<file path="config.mk">
export PLATFORM = sky130hd
export DESIGN_NAME = bcd_time_counter
export DESIGN_NICKNAME = d
export VERILOG_FILES = /design/src/rtl/bcd_time_counter.sv
export SDC_FILE = /design/constraint.sdc
export NUM_CORES = 1
export LEC_CHECK = 0
export ABC_AREA = 1
export CORE_MARGIN = 2
export CORE_UTILIZATION = 51
export DETAILED_ROUTE_END_ITERATION = 7
export GPL_TIMING_DRIVEN = 1
export PLACE_DENSITY = 0.9
export SLEW_MARGIN = 25
export SYNTH_ARGS = -nofsm -noshare
export SYNTH_HDL_FRONTEND = slang
export SYNTH_SLANG_ARGS = --single-unit
export TNS_END_PERCENT = 100
</file>
<file path="constraint.sdc">
create_clock -name clk -period 1.82 [get_ports clk]
set_input_delay 0.364 -clock clk [delete_from_list [all_inputs] [get_ports clk]]
set_output_delay 0.364 -clock clk [all_outputs]
set_load 0.05 [all_outputs]
</file>
<file path="src/rtl/bcd_time_counter.sv">
// bcd_time_counter: 24-hour packed-BCD time keeper with key-driven hour/minute setting.
// Ports: clk, rst_n (async active-low); tick_1hz advances seconds in RUN;
// key_mode cycles RUN -> SET_HR -> SET_MN -> RUN; key_inc bumps the selected field;
// hr/mn/sd are BCD time, mode is the set state, hour_pulse strobes on each new hour.
module bcd_time_counter #(
  parameter logic [7:0] INIT_HR = 8'h00,
  parameter logic [7:0] INIT_MN = 8'h00,
  parameter logic [7:0] INIT_SD = 8'h00
) (
  input  logic       clk,
  input  logic       rst_n,
  input  logic       tick_1hz,
  input  logic       key_mode,
  input  logic       key_inc,
  output logic [7:0] hr,
  output logic [7:0] mn,
  output logic [7:0] sd,
  output logic [1:0] mode,
  output logic       hour_pulse
);
  typedef enum logic [1:0] {RUN = 2'b00, SET_HR = 2'b01, SET_MN = 2'b10, BAD = 2'b11} state_t;
  state_t state, state_n;
  logic [7:0] hr_n, mn_n, sd_n;
  logic tick_run, roll_s, roll_m, hp_n;
  function automatic logic [7:0] bcd_inc(input logic [7:0] v);
    return v[3:0] == 4'h9 ? {v[7:4] + 4'h1, 4'h0} : {v[7:4], v[3:0] + 4'h1};
  endfunction
  assign tick_run = state == RUN && tick_1hz;
  assign roll_s = sd == 8'h59;
  assign roll_m = mn == 8'h59;
  // key_inc is dropped whenever key_mode arrives on the same edge
  always_comb begin
    state_n = state == BAD ? RUN : !key_mode ? state : state == RUN ? SET_HR : state == SET_HR ? SET_MN : RUN;
    sd_n = tick_run ? (roll_s ? 8'h00 : bcd_inc(sd)) : (state == SET_MN && key_mode) ? 8'h00 : sd;
    mn_n = ((tick_run && roll_s) || (state == SET_MN && key_inc && !key_mode)) ? (roll_m ? 8'h00 : bcd_inc(mn)) : mn;
    hr_n = ((tick_run && roll_s && roll_m) || (state == SET_HR && key_inc && !key_mode)) ? (hr == 8'h23 ? 8'h00 : bcd_inc(hr)) : hr;
    hp_n = tick_run && roll_s && roll_m;
  end
  always_ff @(posedge clk or negedge rst_n) begin
    if (!rst_n) begin
      state <= RUN;
      hr <= INIT_HR;
      mn <= INIT_MN;
      sd <= INIT_SD;
      hour_pulse <= 1'b0;
    end else begin
      state <= state_n;
      hr <= hr_n;
      mn <= mn_n;
      sd <= sd_n;
      hour_pulse <= hp_n;
    end
  end
  assign mode = state;
endmodule

</file>
### Yosys cells after proc, flatten, opt, wreduce, memory -nomap -nowiden

Index checks and enable logic that the tools add are counted.

* flip-flop bits (word level): 27
* latch bits: 0
* bits in writable memories: 0
* bits in read-only memories: 0
* input port bits: 5
* output and inout port bits: 27
* memories: 0

* add/subtract/negate cells: 6
* multiply operators: 0
* divide/modulo/power cells: 0
* magnitude comparators: 0
* eq/ne operators: 10
* shift-type cells: 0
* muxes and demuxes: 12
* bitwise operators: 0
* reduce and logical (&&, ||, !) cells: 19

Operators with widths (count)
* 8-bit 2-to-1 mux: 8
* 4-bit by 1-bit adder with 4-bit output (second input constant): 6
* 8-bit by 7-bit equality test with 1-bit output (second input constant): 2
* 4-bit equality test (second input constant): 3
* 8-bit by 6-bit equality test with 1-bit output (second input constant): 1
* 1-bit logical AND: 8
* 2-bit 2-to-1 mux: 4
* 2-bit nonzero test: 4
* 2-bit AND reduction: 3
* 2-bit equality test (second input constant): 2
* 3-bit by 1-bit inequality test with 1-bit output (second input constant): 1
* 2-bit by 1-bit equality test with 1-bit output (second input constant): 1
* 2-bit zero test: 1
* 1-bit logical OR: 2
* 1-bit zero test: 1

### Depth between registers and ports, before layout

* word-level depth: 6
* depth in mapped cells: 9

### Least setup slack after synthesis

OpenSTA, ideal clock, no wires.

* path type: register to register
* from: reg sd[4]
* to: reg mn[7]
* setup time: 124 ps
* arrival time: 1600 ps
* required time: 1696 ps
* path slack: 97 ps
* stages on the path, launching flop included: 9
* cell sequence: dfrtp_1 ha_1 nand3_4 nor2_8 nand2_2 nand2_4 nand2_4 nand2_1 o21ai_2

* cells in the longest elaborated chain, start to end: 4

RTL lines
* from (decl): line 17 `output logic [7:0] sd,`
* from (signal assigned): line 50 `sd <= sd_n;`
* 8-bit by 7-bit equality test with 1-bit output: line 29 `assign roll_s = sd == 8'h59;`
* 1-bit logical AND: line 35 `mn_n = ((tick_run && roll_s) || (state == SET_MN && key_inc && !key_mode)) ? (roll_m ? 8'h00 : bcd_inc(mn)) : ...`
* 1-bit logical OR: line 35
* 2-bit AND reduction (no source line)
* to (signal assigned): line 49 `mn <= mn_n;`
* to (decl): line 16 `output logic [7:0] mn,`

Every way passes these cells.
A chain may end at the register's enable or synchronous reset.

### Worst setup path after layout

* from: reg sd[1]
* to: reg hr[4]

* cells in the longest elaborated chain, start to end: 5

RTL lines
* 8-bit by 7-bit equality test with 1-bit output: line 29
* 1-bit logical AND (2 in a row): line 36 `hr_n = ((tick_run && roll_s && roll_m) || (state == SET_HR && key_inc && !key_mode)) ? (hr == 8'h23 ? 8'h00 : ...`
* 1-bit logical OR: line 36
* 2-bit AND reduction (no source line)
* to (signal assigned): line 48 `hr <= hr_n;`
* to (decl): line 15 `output logic [7:0] hr,`

Every way passes these cells.

==> out/metrics.yaml <==
outcome: "completed"
clockBufferDepth: 2
clock-skew-final_ns: 0.001815
postCtsSetupBuffers: 0
synth.top_cell.area_share_pct: 41.47
synth-seq-cells: 27
nets: 237
avgViaCountPerCell: 4.970
slew_violations: 0
yosys_warnings: 0
hold_viol_final: 0
path_cells: "inv_1, ha_1, nand3_2, nor2_8, nand3_4, nand2_4, nand2_4, nand2_1, nand2_1"
fmax_mhz: 657.2
die_area_mm2: 0.003662
firstDrtPassIters: 4
rows: 20
timing.rr.end: "hr[4]"
port_buffers: 31
track_usage_pct: 17.95
synthCells: 183
ctsResizeCount: 0
synth.largest_area_cell: "dfrtp_1"
worst_pin_slew_ns: 0.3397
endpoint_kind: "flip-flop"
dp_hpwl_um: 2300
coreArea_mm2: 0.003053
power.density_mw_per_mm2: 1354
power_switching_uw: 1362
vias: 1307
path_class: "flip-flop to flip-flop"
n_fill_cell: 272
regToRegStartpoint: "sd[1]"
slew-limit-headroom_pct: 77.35
ys_seq_area_share_pct: 41.47
ctsHoldBuffers: 0
ys_types: 24
rsz0062_at_grt: "false"
setup_viol: 0
wl_per_cell_um: 11.35
synth_top_cells_by_area: "dfrtp_1 41%, ha_1 9.2%, nand2_1 7.6%"
cts.reportedPaths.clkPinSlew_ns: 0.14
numCtsBuffers: 3
reg2regPathDepth: 9
worst_path_max_delay_cell: "dfrtp_1"
start_kind: "flip-flop"
drc_errors: 0
regArea_um2: 675.6
synth_area_mm2: 0.001629
p_total_uw: 2654
cts_max_level: 1
routabilityCongestion: 0.7927
postRouteAntennaNets: 0
p_seq_share_pct: 36.4
setup_ws_ns: 0.2984
syn-num-nets: 200
p_int_uw: 1293
drive_gt1_share_pct: 25.57
p_clk_share_pct: 9.5
leakage_uw: 0.001074
cp_max_fo: 9
drt_iter0_drc: 39
syn_avg_cell_area_um2: 8.902
die_h_um: 60.52
peakVddDrop_v: 0.0008018
cts.sinks: 27
cts_tree: "done"
grt_pass1_wl_um: 5023
clk_latency_ns: 0.31
switching_share_pct: 51.30
hp-class: "input port to async pin"
arrival_ns: 1.75
p_comb_share_pct: 54.1
gr-total-overflow: 0
tns_ns: 0
start_util_pct: 53.36
fin_crit_ns: 1.522
fp.dieW_um: 60.52
final_common_cell: "nand2_1"
area_growth_pct: 20.35
cts-root-buf: "clkbuf_4"
fin_crit_sh_pct: 83.61
antenna_found_initial: 0
cp.required_ns: 2.04
wl_um: 2984
diodes: 0
ios: 32
multi_input_area_um2: 844.6
r2r_setup_slack_ns: 0.30
max_stage_delay_ns: 0.44
grt_max_degree: 28
grt_pass1_vias: 1203
max_cap_viol_count: 0
place_ws_ns: 0.08550
final_cell_mix: "33 x nand2_1, 28 x buf_4, 27 x inv_1, 27 x dfrtp_1, 24 x nand3_1"
-- layout make-up --
type	instances	area share, %
sequential	27	34.46
tap	44	2.808
timing repair buffer	32	12.76
multi-input combinational	127	43.08
inverter	29	5.552
clock buffer	4	1.340
-- kinds of logic (layout without fill, tap and decap cells) --
kind of cell	count (synthesis)	count (layout)	synth area share [%]
compound gates	18	18	6.989
xor+xnor	9	9	4.839
fa+ha+maj	12	12	9.216
buf+inv	29	65	6.682
flops	27	27	41.47
simple gates	88	88	30.80
-- stage by stage --
step / instances / hold WS (ns) / utilization (%) / area (µm²)
finish: 263 / 0.4035 / 64.22 / 1961
detailed placement: 259 / 0.5219 / 63.36 / 1934
floorplan: 183 / 0.06841 / - / 1629
CTS: 263 / 0.4141 / 64.22 / 1961
global route: 263 / 0.4438 / 64.22 / 1961
global placement: 259 / 0.5153 / 63.36 / 1934
-- synthesized netlist by cell type --
library cell	n
o22ai_1	4
o21ai_2	5
nand2_1	33
nand4_1	4
xnor2_1	2
inv_1	27
nor2_2	3
or2_2	2
or2_1	1
inv_2	2
nor2_4	1
o21ai_0	6
xor2_1	7
nand3_2	3
o21ai_1	3
nor2_1	5
nand3b_1	3
ha_1	12
nand2_2	2
nand3_4	2
nand3_1	24
nand2_4	4
dfrtp_1	27
nor2_8	1
-- power by group through the flow --
stage	sequential [µW]	clock, µW	combinational, µW
2_1_floorplan	1470	0	535
3_3_place_gp	971	0	1420
3_5_place_dp	974	0	1450
4_1_cts	964	259	1450
5_1_grt	989	289	1560
6_report	966	252	1440
-- how the worst max path moves through the flow --
stage / start / to / slack [ns]
floorplan: sd[4] / mn[7] / 0.1
global placement: key_mode / hr[4] / 0.13
detailed placement: key_mode / hr[4] / 0.09
CTS: mn[1] / hr[4] / 0.29
global route: sd[1] / hr[7] / 0.15
finish: sd[1] / hr[4] / 0.30
-- worst max-delay path: cells and delay by family, from the launching register on --
kind,cells,cell delay (ns)
buffers and inverters,1,0.09
and+or+nand+nor,7,0.74
DFF,1,0.44
adders and majority gates,1,0.16
-- per-layer routing --
| metal | vias up | GRT usage [%] | routed length, µm |
|---|---|---|---|
| met5 | - | 0 | 0 |
| met4 | 0 | 4.658 | 27 |
| met3 | 2 | 1.919 | 95 |
| met2 | 28 | 30.12 | 1435 |
| met1 | 607 | 25.03 | 1426 |
| li1 | 670 | - | - |
-- state kept, by name, summed over array words and instances (netlist names) --
name	flops
hr	8
mn	8
sd	8
mode	2
hour_pulse	1
(Power assumes the default switching activity.)
